### src/rtl/hatch_pkg.sv
// rtl/hatch_pkg.sv - shared types and constants for the hatch fetch stage
package hatch_pkg;

  typedef enum logic [1:0] {
    IDLE  = 2'd0,
    READ  = 2'd1,
    DRAIN = 2'd2,
    RESP  = 2'd3
  } state_t;

  localparam int INSN_W     = 48;
  localparam int INSN_BYTES = 6;
  localparam int MEM_DW     = 16;

  // An odd start straddles one extra halfword.
  function automatic logic [2:0] read_count(input logic addr_lsb);
    return addr_lsb ? 3'd4 : 3'd3;
  endfunction

endpackage

### src/rtl/hatch_fetch_buf.sv
// rtl/hatch_fetch_buf.sv - one-entry last-instruction buffer
module hatch_fetch_buf
  import hatch_pkg::*;
(
  input  logic              clk,
  input  logic              rst,
  input  logic              inval,
  input  logic              load,
  input  logic [31:0]       load_addr,
  input  logic [INSN_W-1:0] load_insn,
  input  logic [31:0]       look_addr,
  output logic              hit,
  output logic [INSN_W-1:0] data
);

  logic              valid_q;
  logic [31:0]       tag_q;
  logic [INSN_W-1:0] data_q;

  assign hit  = valid_q && (tag_q == look_addr);
  assign data = data_q;

  // Invalidate wins over load so a flush never leaves a half-fetched entry.
  always_ff @(posedge clk) begin
    if (rst || inval) begin
      valid_q <= 1'b0;
      tag_q   <= '0;
      data_q  <= '0;
    end else if (load) begin
      valid_q <= 1'b1;
      tag_q   <= load_addr;
      data_q  <= load_insn;
    end
  end

endmodule

### src/rtl/hatch_fetch.sv
// rtl/hatch_fetch.sv - byte-addressed 48-bit instruction fetch over 16-bit RAM
module hatch_fetch
  import hatch_pkg::*;
#(
  parameter int MEM_AW = 16
) (
  input  logic              clk,
  input  logic              rst,
  input  logic              fetch_req,
  input  logic [31:0]       fetch_addr,
  input  logic              fetch_flush,
  output logic              fetch_ready,
  output logic              insn_valid,
  output logic [INSN_W-1:0] insn,
  output logic              insn_err,
  output logic              mem_rd,
  output logic [MEM_AW-1:0] mem_addr,
  input  logic [MEM_DW-1:0] mem_rdata
);

  // Highest legal byte address; compared in 33 bits so addr+5 cannot wrap.
  localparam logic [32:0] ADDR_MAX = (33'd1 << (MEM_AW + 1)) - 33'd1;

  state_t              state_q, state_d;
  logic                accept, range_err, buf_hit, miss_go, issue, buf_load;
  logic [INSN_W-1:0]   buf_data, asm_insn;
  logic [31:0]         addr_q;
  logic                odd_q;
  logic [2:0]          cnt_q;
  logic                rd_q;
  logic [39:0]         asm_q;
  logic                mem_rd_d;
  logic [MEM_AW-1:0]   mem_addr_d;

  assign fetch_ready = (state_q == IDLE) && !rst;
  assign accept      = fetch_req && fetch_ready && !fetch_flush;
  assign range_err   = ({1'b0, fetch_addr} + 33'(INSN_BYTES - 1)) > ADDR_MAX;
  assign miss_go     = accept && !range_err && !buf_hit;
  assign issue       = (state_q == READ) && (cnt_q != read_count(odd_q));
  assign buf_load    = (state_q == DRAIN) && !fetch_flush;

  // Final halfword arrives during DRAIN; odd starts drop the leading and trailing byte.
  assign asm_insn = odd_q ? {asm_q[39:0], mem_rdata[15:8]}
                          : {asm_q[31:0], mem_rdata};

  hatch_fetch_buf u_buf (
    .clk       (clk),
    .rst       (rst),
    .inval     (fetch_flush),
    .load      (buf_load),
    .load_addr (addr_q),
    .load_insn (asm_insn),
    .look_addr (fetch_addr),
    .hit       (buf_hit),
    .data      (buf_data)
  );

  // State register.
  always_ff @(posedge clk) begin
    if (rst) state_q <= IDLE;
    else     state_q <= state_d;
  end

  // Next state and next values of the registered RAM strobe/address.
  always_comb begin
    state_d    = state_q;
    mem_rd_d   = 1'b0;
    mem_addr_d = mem_addr;
    case (state_q)
      IDLE: begin
        if (accept) state_d = miss_go ? READ : RESP;
        if (miss_go) begin
          mem_rd_d   = 1'b1;
          mem_addr_d = fetch_addr[MEM_AW:1];
        end
      end
      READ: begin
        if (issue) begin
          mem_rd_d   = 1'b1;
          mem_addr_d = mem_addr + 1'b1;
        end else begin
          state_d = DRAIN;
        end
      end
      DRAIN:   state_d = IDLE;
      RESP:    state_d = IDLE;
      default: state_d = IDLE;
    endcase
    if (fetch_flush) begin
      state_d    = IDLE;
      mem_rd_d   = 1'b0;
      mem_addr_d = mem_addr;
    end
  end

  // Datapath: request latch, read counter, halfword assembly and response.
  always_ff @(posedge clk) begin
    if (rst) begin
      mem_rd     <= 1'b0;
      mem_addr   <= '0;
      rd_q       <= 1'b0;
      addr_q     <= '0;
      odd_q      <= 1'b0;
      cnt_q      <= '0;
      asm_q      <= '0;
      insn_valid <= 1'b0;
      insn       <= '0;
      insn_err   <= 1'b0;
    end else begin
      mem_rd     <= mem_rd_d;
      mem_addr   <= mem_addr_d;
      rd_q       <= mem_rd && !fetch_flush;
      insn_valid <= 1'b0;
      if (accept) begin
        addr_q <= fetch_addr;
        odd_q  <= fetch_addr[0];
        cnt_q  <= 3'd1;
        if (range_err) begin
          insn_valid <= 1'b1;
          insn_err   <= 1'b1;
          insn       <= '0;
        end else if (buf_hit) begin
          insn_valid <= 1'b1;
          insn_err   <= 1'b0;
          insn       <= buf_data;
        end
      end
      if (issue && !fetch_flush) cnt_q <= cnt_q + 3'd1;
      if (rd_q) asm_q <= {asm_q[23:0], mem_rdata};
      if (buf_load) begin
        insn_valid <= 1'b1;
        insn_err   <= 1'b0;
        insn       <= asm_insn;
      end
    end
  end

endmodule

### config.mk
export PLATFORM = sky130hd
export DESIGN_NAME = hatch_fetch
export DESIGN_NICKNAME = d
export VERILOG_FILES = /design/src/rtl/hatch_pkg.sv /design/src/rtl/hatch_fetch_buf.sv /design/src/rtl/hatch_fetch.sv
export SDC_FILE = /design/constraint.sdc
export NUM_CORES = 1
export LEC_CHECK = 0
export BUFFER_PORTS_ARGS = -buffer_cell sky130_fd_sc_hd__buf_2
export CAP_MARGIN = 20
export CORE_MARGIN = 4
export CORE_UTILIZATION = 40
export DETAILED_ROUTE_END_ITERATION = 7
export GPL_ROUTABILITY_DRIVEN = 0
export GPL_TIMING_DRIVEN = 0
export MAX_ROUTING_LAYER = met4
export PLACE_DENSITY = 0.66
export SYNTH_ARGS = -nofsm -noshare
export SYNTH_HDL_FRONTEND = slang
export SYNTH_SLANG_ARGS = --single-unit
### constraint.sdc
create_clock -name clk -period 8.2 [get_ports clk]
set_input_delay 0.82 -clock clk [delete_from_list [all_inputs] [get_ports clk]]
set_output_delay 0.82 -clock clk [all_outputs]
set_load 0.005 [all_outputs]
[After elaboration in Yosys (flattened, before gate mapping)]
Cells that the tools add are included.
Cells by class
  order comparisons: 1
  add/subtract/negate cells: 3
  bitwise logic cells: 1
  equal/unequal tests: 9
  multiplexer cells: 24
  reductions and logical operators: 28
Operator list (number)
  2-to-1 mux 48 bit: 5
  adder 32 x 3 -> 33 bit, second input constant: 1
  greater-than comparator 33 x 17 -> 1 bit, second input constant: 1
  == test 32 bit: 1
  2-to-1 mux 16 bit: 2
  one-hot mux 16 bit (2 select lines): 1
  adder 16 x 1 -> 16 bit, second input constant: 1
  logical AND 1 bit: 10
  2-to-1 mux 3 bit: 3
  2-to-1 mux 1 bit: 8
  != test 2 bit, second input constant: 4
  nonzero test 2 bit: 4
  2-to-1 mux 2 bit: 3
  one-hot mux 2 bit (3 select lines): 1
  AND reduction 2 bit: 3
  OR reduction 2 bit: 3
  == test 2 bit, second input constant: 2
  zero test 1 bit: 4
  AND reduction 4 bit: 1
  adder 3 x 1 -> 3 bit, second input constant: 1
  != test 3 bit: 1
  nonzero test 3 bit: 1
  == test 2 x 1 -> 1 bit, second input constant: 1
  zero test 2 bit: 1
  3 further kinds: 3
Word-level totals
  word-level logic and storage cells: 80
  register bits: 227
  output and inout bits: 68
  bits of input ports: 52

[Longest topological paths before layout]
Gate-level depths: netlist of run 1.
  depth after elaboration: 9
  gate-level depth with buffers: 12
  depth with buffers taken out: 10

[By module]
A second synthesis of run 1 with hierarchy kept.
Unflattened totals
  cell total of the unflattened synthesis: 1087
  area total of the unflattened synthesis: 10274.9 µm²
Modules (own cells, without submodules)
  hatch_fetch: area an instance 7094.3 µm², instances 1, cells an instance 781, sequential area each 2902.8 µm²
  hatch_fetch_buf: area an instance 3180.6 µm², instances 1, cells an instance 306, sequential area each 1621.6 µm²

[Least setup slack after synthesis of run 1]
OpenSTA, ideal clock, no wires.
  path kind: input to register
  start: input port fetch_addr[0]
  end: register insn[21]
  slack: 5.062 ns
  arrival time: 3.016 ns
  setup time: 0.122 ns
  buffers on the path: 2
  required time: 8.078 ns
  cell stages on the path: 12
  path through: ha_1 > o2111ai_2 > nor4_2 > xnor2_1 > a2111oi_2 > a311oi_1 > nand3b_2 > nand2_1 > and3_4 > buf_6 > buf_6 > a221o_1
Between the ends
  word-level cells in the longest chain between the ends: 5
  elaborated cells on any way between the ends: 9
  those cells by class: add/sub: 1; order compare: 1; eq/ne: 1; mux: 3; reduce/logical: 3
RTL lines
  start: declaration: RTL line hatch_fetch.sv:10  | input logic [31:0] fetch_addr,
  adder 32 x 3 -> 33 bit: RTL line hatch_fetch.sv:37  | assign range_err = ({1'b0, fetch_addr} + 33'(INSN_BYTES - 1)) > ADDR_MAX;
  greater-than comparator 33 x 17 -> 1 bit: RTL line hatch_fetch.sv:37
  2-to-1 mux 48 bit: RTL line hatch_fetch.sv:118  | if (range_err) begin
  2-to-1 mux 48 bit: RTL line hatch_fetch.sv:114  | if (accept) begin
  2-to-1 mux 48 bit: RTL line hatch_fetch.sv:130  | if (buf_load) begin
  end signal: assignment: RTL line hatch_fetch.sv:125  | insn <= buf_data;
  end signal: assignment: RTL line hatch_fetch.sv:133  | insn <= asm_insn;
  end: declaration: RTL line hatch_fetch.sv:14  | output logic [INSN_W-1:0] insn,
Several ways; a longest one is shown, not always the timed one. The select of a mux whose other input is x is not followed.
A chain may end at the register's enable or synchronous reset.

[Final worst setup path of run 1]
  start: input port fetch_addr[14]
  end: register insn[21]
The elaborated chain is that of the path after synthesis.

==> reports/qor.json, run 1 <==
{
  "sequentialPowerShare_pct": 45.9,
  "worst_pin_slew_ns": 0.757,
  "power.share.combinational_pct": 6.9,
  "critical_path_peak_fanout": 10,
  "cts_setup_buffers": 0,
  "area.growth.synth_to_final_pct": 17.9,
  "number_of_design_rule_violations_left_after_detail_routing": 0,
  "cts_made_buffers": 25,
  "synthMostInstantiatedCell": "dfxtp_1",
  "netlist.area_leader.share_pct": 45.8,
  "post_synth_most_frequent_cells": "226 x dfxtp_1, 169 x nor2_1, 159 x nand2_1",
  "syn_avg_cell_area_um2": 8.74,
  "worstSetupStartpointType": "input port",
  "final_layout_size_suffix_gt1_share_pct": 13.4,
  "switchingPower_w": 0.000586,
  "clk_root_buffer_cell": "clkbuf_16",
  "vias_per_cell": 5.45,
  "coreArea_um2": 24300,
  "ys_ff_latch": 226,
  "clock-skew-final_ns": 0.0137,
  "wl_per_cell_um": 17.9,
  "report.final.hold_viol_count": 0,
  "cts.htree.levels": 1,
  "cts.sinks": 226,
  "dr.pass1.iters": 5,
  "rsz0062_at_grt": "no",
  "ys.warnings.count": 0,
  "pwr_per_cell_area_nw_per_um2": 210,
  "layout_worst_path_cycle_share_pct": 43.8,
  "sw_frac_of_total_pct": 23.9,
  "placed_cells": 1558,
  "worst-setup-path-type": "input port to flip-flop",
  "via_count_of_the_first_global_routing_pass": 8582,
  "clock_tree_from_tritoncts": "yes",
  "setup_violations": 0,
  "cp.arrival_ns": 4.06,
  "post_synth_edffs": 0,
  "yosys.cell_types.count": 60,
  "finalSetupTns_ns": 0,
  "async_flop_share_pct": 0,
  "dr_total_vias": 8752,
  "clk_pin_slew_ns": 0.06,
  "dieArea_um2": 27300,
  "grt_pass1_wl_mm": 45.6,
  "num-nets-final": 1317,
  "vdd_ir_drop_max_mv": 0.155,
  "cellInternalPower_w": 0.00186,
  "synthFlopType": "dfxtp_1",
  "power.share.clock_pct": 47.2,
  "max_slew_margin_pct": 49.6,
  "number_of_resized_instances_in_the_post_cts_repair_step": 0,
  "synth_top_cell_by_area": "dfxtp_1",
  "cts-root-to-sink-buffers": 3,
  "numPortBuffers": 103,
  "cts-hold-fix-buffers": 0,
  "period_needed_ns": 3.59,
  "floorplan.initialDensity_pct": 40.6,
  "number_of_top_level_pins": 120,
  "rows": 57,
  "detailed_place_hpwl_mm": 20.6,
  "main_area_contributors_after_synthesis": "dfxtp_1 46%, mux2i_1 9.3%, nor2_1 6.4%",
  "syn_nets": 1187,
  "die-width_um": 165,
  "antenna_violations_before_repair": 1,
  "outcome": "completed",
  "critical_path_capture_point_type": "flip-flop",
  "min_path_type": "flip-flop to flip-flop",
  "power.static_leakage_nw": 4.07,
  "syn-cell-area_um2": 9880,
  "grt_max_degree": 14,
  "synthCells": 1131,
  "chipHeight_um": 165,
  "timing.max_cap.violations": 0,
  "totalWireLength_mm": 28.7,
  "gr-total-overflow": 0,
  "slew_viol_final": 0,
  "grt_use_total_pct": 21.2,
  "required_ns": 8.67,
  "synth_seq_area_share_pct": 45.8,
  "dr.first_iter.drc_count": 628,
  "achievable-frequency_mhz": 279,
  "clock_latency_ns": 0.52,
  "final_antenna_net_count": 0,
  "finish.cell_count_without_fillers": 1605
}
==> worst max-delay path, cell delays in order <==
cell      delay (ns)
clkbuf_1        0.46
nand4_1         0.28
nor3_1          0.47
nand3_1         0.16
mux2i_1         0.17
a311oi_1        0.41
nand2_1         0.17
nor2_1          0.30
buf_2           0.33
buf_2           0.29
a221o_1         0.19
==> area by class of cell <==
type,instances,area (um2)
well taps,324,405
multi-input cells,806,4950
fillers,2358,12700
flip-flops and latches,226,4520
plain buffers,94,387
clock buffers,32,692
diodes,1,2.50
repair buffers,103,515
inverters,5,18.8
clock inverters,14,155
==> sequential cells by signal, indices dropped and copies added (netlist names) <==
signal,count
u_buf.data,48
rd_q,1
insn_err,1
u_buf.tag_q,32
mem_rd,1
u_buf.valid_q,1
state_q,2
cnt_q,3
addr_q,32
insn_valid,1
asm_q,40
insn,48
mem_addr,16
==> power groups by stage <==
stage	clock network, W	logic (W)	registers (W)
after floorplan	0	0.000104	0.00114
final	0.00115	0.000168	0.00112
after global routing	0.00122	0.000184	0.00112
after global placement	0	0.000165	0.00115
after detailed placement	0	0.000166	0.00115
after CTS	0.00117	0.000167	0.00112
==> metrics by stage <==
step | setup slack (ns) | cell area (um2) | total power (W) | hold slack (ns) | utilization [%]
floorplan | 5.06 | 9880 | 0.00125 | 0.432 | -
global placement | 4.13 | 10800 | 0.00131 | 0.439 | 44.4
global route | 4.41 | 11700 | 0.00253 | 0.467 | 47.9
CTS | 4.62 | 11600 | 0.00246 | 0.451 | 47.9
detailed placement | 4.07 | 10800 | 0.00131 | 0.438 | 44.4
finish | 4.61 | 11700 | 0.00245 | 0.450 | 47.9
==> kinds of logic after synthesis <==
logic type,count (synthesis),synth area share [%]
XOR/XNOR,42,3.72
flip-flops,226,45.8
adder cells (fa/ha/maj),4,0.507
AO/OA/AOI/OAI,245,17.8
buffers and inverters,99,4.10
multiplexers,92,9.32
AND/OR/NAND/NOR,423,18.8
==> routing by layer <==
| layer | GRT usage [%] | up-vias | routed length [um] |
|---|---|---|---|
| li1 | - | 4282 | - |
| met1 | 29.1 | 4136 | 13400 |
| met2 | 32.5 | 287 | 12600 |
| met3 | 3.77 | 47 | 2000 |
| met4 | 5.75 | 0 | 652 |
| met5 | - | - | 0 |
==> cell usage in the layout, fill, tap and decap left out, types with 3 or more instances in the layout <==
| master | count |
|---|---|
| clkbuf_1 | 74 |
| nor2_1 | 169 |
| a211oi_1 | 56 |
| nor4_1 | 4 |
| clkbuf_8 | 4 |
| nand4_1 | 18 |
| xor2_1 | 7 |
| buf_6 | 3 |
| a221o_1 | 48 |
| clkinv_2 | 8 |
| a31oi_1 | 4 |
| dfxtp_1 | 226 |
| and2_1 | 3 |
| a22o_1 | 5 |
| or3_1 | 4 |
| o22ai_1 | 3 |
| or2_2 | 3 |
| buf_1 | 11 |
| inv_1 | 5 |
| a21oi_1 | 82 |
| and3_1 | 11 |
| nand2b_1 | 4 |
| nand3_1 | 19 |
| nand2_1 | 159 |
| bufinv_16 | 3 |
| clkbuf_16 | 25 |
| o21ai_0 | 15 |
| a32o_1 | 3 |
| mux2i_1 | 92 |
| buf_2 | 112 |
| nor3_1 | 14 |
| o31ai_1 | 4 |
| ha_1 | 4 |
| a22oi_1 | 4 |
| xnor2_1 | 35 |
==> worst paths after layout <==
| kind | start | endpoint | slack, ns | cells past startpoint |
|---|---|---|---|---|
| max | fetch_addr[14] | insn[21] | 4.61 | 11 |
| min | mem_rd | rd_q | 0.45 | 1 |
| max reg2reg | u_buf.tag_q[29] | insn[21] | 5.15 | 10 |
| min reg2reg | mem_rd | rd_q | 0.45 | 1 |
Note: power is estimated with default switching activity, not from simulation.
==> run 2: changes to the inputs <==
--- a/config.mk
+++ b/config.mk
@@ -13,7 +13,7 @@
 export GPL_ROUTABILITY_DRIVEN = 0
 export GPL_TIMING_DRIVEN = 0
 export MAX_ROUTING_LAYER = met4
-export PLACE_DENSITY = 0.66
+export PLACE_DENSITY = 0.69
 export SYNTH_ARGS = -nofsm -noshare
 export SYNTH_HDL_FRONTEND = slang
 export SYNTH_SLANG_ARGS = --single-unit
==> constraint.sdc (replaced) <==
create_clock -name clk -period 3.25 [get_ports clk]
set_input_delay 0.325 -clock clk [delete_from_list [all_inputs] [get_ports clk]]
set_output_delay 0.325 -clock clk [all_outputs]
set_load 0.005 [all_outputs]
==> run 2 against run 1 <==
Net effect: combinational power grew to 2.5 times the previous value; worst hold slack worse by 0.39 ns; cell count shrank 0.12%; first-iteration DRC count up 23%; sequential power increased to 2.5 times the previous value; largest power group is now registers.
==> reports/qor.json, run 2 (same netlist as run 1, synthesis figures left out) <==
{
  "clock-skew-final": {"value": 0.0262, "unit": "ns", "change": "+0.0125 ns"},
  "gr-total-overflow": {"value": 0, "change": "unchanged"},
  "cts.sinks": {"value": 226, "change": "unchanged"},
  "cts_made_buffers": {"value": 24, "change": "-4.0%"},
  "rsz0062_at_grt": "no",
  "worst-r2r-cell-count": {"value": 10, "change": "unchanged"},
  "area.growth.synth_to_final_pct": 17.8,
  "required": {"value": 3.66, "unit": "ns", "change": "-5.01 ns"},
  "detailed_place_hpwl": {"value": 20.5, "unit": "mm", "change": "-0.28%"},
  "final.fill_count": {"value": 2341, "change": "-0.72%"},
  "number_of_design_rule_violations_left_after_detail_routing": {"value": 0, "change": "unchanged"},
  "min_path_type": "input port to flip-flop",
  "chipHeight": {"value": 165, "unit": "um", "change": "unchanged"},
  "setup.worst_path.end": "insn[25]",
  "floorplan.initialDensity": {"value": 40.6, "unit": "%", "change": "unchanged"},
  "final_antenna_net_count": {"value": 0, "change": "unchanged"},
  "vdd_ir_drop_max": {"value": 0.366, "unit": "mV", "change": "+140%"},
  "power.static_leakage": {"value": 4.06, "unit": "nW", "change": "-0.21%"},
  "report.final.hold_viol_count": {"value": 0, "change": "unchanged"},
  "totalWireLength": {"value": 28.7, "unit": "mm", "change": "about the same"},
  "cts.htree.levels": {"value": 1, "change": "unchanged"},
  "rrSetupSlack": {"value": 0.20, "unit": "ns", "change": "-4.95 ns"},
  "whs": {"value": 0.0606, "unit": "ns", "change": "-0.390 ns"},
  "number_of_top_level_pins": {"value": 120, "change": "unchanged"},
  "rows": {"value": 57, "change": "unchanged"},
  "vias_per_cell": {"value": 5.53, "change": "+1.5%"},
  "dieArea": {"value": 27300, "unit": "um2", "change": "unchanged"},
  "num-nets-final": {"value": 1316, "change": "-0.076%"},
  "cts_setup_buffers": {"value": 0, "change": "unchanged"},
  "cts-root-to-sink-buffers": {"value": 3, "change": "unchanged"},
  "layout_worst_path_cycle_share_pct": 93.7,
  "via_count_of_the_first_global_routing_pass": {"value": 8419, "change": "-1.9%"},
  "clock_tree_from_tritoncts": "yes",
  "cp.arrival": {"value": 3.45, "unit": "ns", "change": "-0.61 ns"},
  "crit_path_start": "u_buf.tag_q[29]",
  "period_needed_ns": 3.05,
  "dr_total_vias": {"value": 8872, "change": "+1.4%"},
  "pwr_per_cell_area": {"value": 521, "unit": "nW/um2", "change": "+150%"},
  "final_layout_size_suffix_gt1_share": {"value": 13.3, "unit": "%", "change": "-0.14 points"},
  "outcome": "completed",
  "final_core_area_utilization": {"value": 47.9, "unit": "%", "change": "-0.051 points"},
  "slew_viol_final": {"value": 0, "change": "unchanged"},
  "grt_max_degree": {"value": 14, "change": "unchanged"},
  "setup_violations": {"value": 0, "change": "unchanged"},
  "grt_use_total": {"value": 21.1, "unit": "%", "change": "-0.11 points"},
  "cts-hold-fix-buffers": {"value": 0, "change": "unchanged"},
  "worst-setup-path-type": "flip-flop to flip-flop",
  "dr.pass1.iters": {"value": 5, "change": "unchanged"},
  "holdCritStartpoint": "mem_rdata[6]",
  "wl_per_cell": {"value": 17.9, "unit": "um", "change": "+0.19%"},
  "dr.first_iter.drc_count": {"value": 770, "change": "+23%"},
  "worst_pin_slew": {"value": 0.781, "unit": "ns", "change": "+0.0244 ns"},
  "mostFrequentLayoutCell": "dfxtp_1",
  "worstSetupStartpointType": "flip-flop",
  "coreArea": {"value": 24300, "unit": "um2", "change": "unchanged"},
  "die-width": {"value": 165, "unit": "um", "change": "unchanged"},
  "clk_root_buffer_cell": "clkbuf_16",
  "critical_path_capture_point_type": "flip-flop",
  "r2r_end": "insn[25]",
  "most-common-layout-cells": "226 x dfxtp_1, 169 x nor2_1, 159 x nand2_1, 112 x buf_2, 92 x mux2i_1",
  "timing.max_cap.violations": {"value": 0, "change": "unchanged"},
  "grt_pass1_wl": {"value": 45.3, "unit": "mm", "change": "-0.69%"},
  "achievable-frequency_mhz": 328,
  "clock_latency": {"value": 0.53, "unit": "ns", "change": "about the same"},
  "clk_pin_slew": {"value": 0.06, "unit": "ns", "change": "about the same"},
  "origin_of_the_critical_flop_to_flop_path": "u_buf.tag_q[29]",
  "max_slew_margin": {"value": 47.9, "unit": "%", "change": "-1.6 points"},
  "number_of_resized_instances_in_the_post_cts_repair_step": {"value": 0, "change": "unchanged"},
  "antenna_violations_before_repair": {"value": 1, "change": "unchanged"},
  "critical_path_peak_fanout": {"value": 10, "change": "unchanged"},
  "numPortBuffers": {"value": 103, "change": "unchanged"}
}
## run 2: changes by cell type in the layout (fill, tap and decap cells not counted)
cell	change
nor3_1	-1
bufinv_16	-1
nor3_2	+1
clkbuf_16	-1
clkbuf_2	+3
clkinvlp_4	-1
clkbuf_8	+2
nor4_2	-1
nor4_4	+1
clkinv_8	+2
inv_6	-2
clkbuf_1	+1
clkinv_2	-5
## run 2: critical path, stage by stage, from the launching register on
cell,delay [ns]
dfxtp_1,0.32
xor2_1,0.15
nor4_1,0.50
nand4_1,0.17
nor4_1,0.45
nand3b_2,0.28
nand2_1,0.21
and3_4,0.27
buf_6,0.15
buf_6,0.15
a221o_1,0.30
## run 2: per-stage QoR
stage          total power, W  setup WS (ns)  TNS, ns  std cells  instance area [um2]
4_1_cts               0.00609          0.150        0       1602                11600
3_5_place_dp          0.00331         -0.394   -14.57       1558                10800
6_report              0.00606          0.203        0       1603                11600
2_1_floorplan         0.00315          0.607        0       1131                 9880
3_3_place_gp          0.00331         -0.362   -13.62       1558                10800
5_1_grt               0.00626         0.0473        0       1603                11600
## run 2: power breakdown
group / leakage (nW) / internal, W / switching (W) / total (W)
combinational: 1.84 / 0.000142 / 0.000284 / 0.000426
clock: 0.401 / 0.00167 / 0.00113 / 0.00280
sequential: 1.82 / 0.00281 / 0.0000281 / 0.00283
total: 4.06 / 0.00462 / 0.00144 / 0.00606
## run 2: layer usage
layer	vias up	global-route usage, %	share of wire, %
met3	56	3.13	5.8
met4	0	6.05	2.3
met5	-	-	0
met1	4239	30.0	47
met2	288	31.3	45
li1	4289	-	-
## run 2: worst min path at each step
stage,endpoint,cells after the start
floorplan,addr_q[11],2
CTS,asm_q[3],3
finish,asm_q[6],3
detailed placement,rd_q,1
global placement,u_buf.tag_q[19],2
global route,asm_q[6],3
## run 2: layout make-up
class	instances	area, um2	area share, %
antenna	1	2.50	0.0215
buffer	94	390	3.35
clock buffer	37	709	6.10
clock inverter	7	108	0.925
inverter	5	18.8	0.161
multi-input combinational	806	4960	42.7
sequential	226	4520	38.9
tap	324	405	3.48
timing repair buffer	103	515	4.43
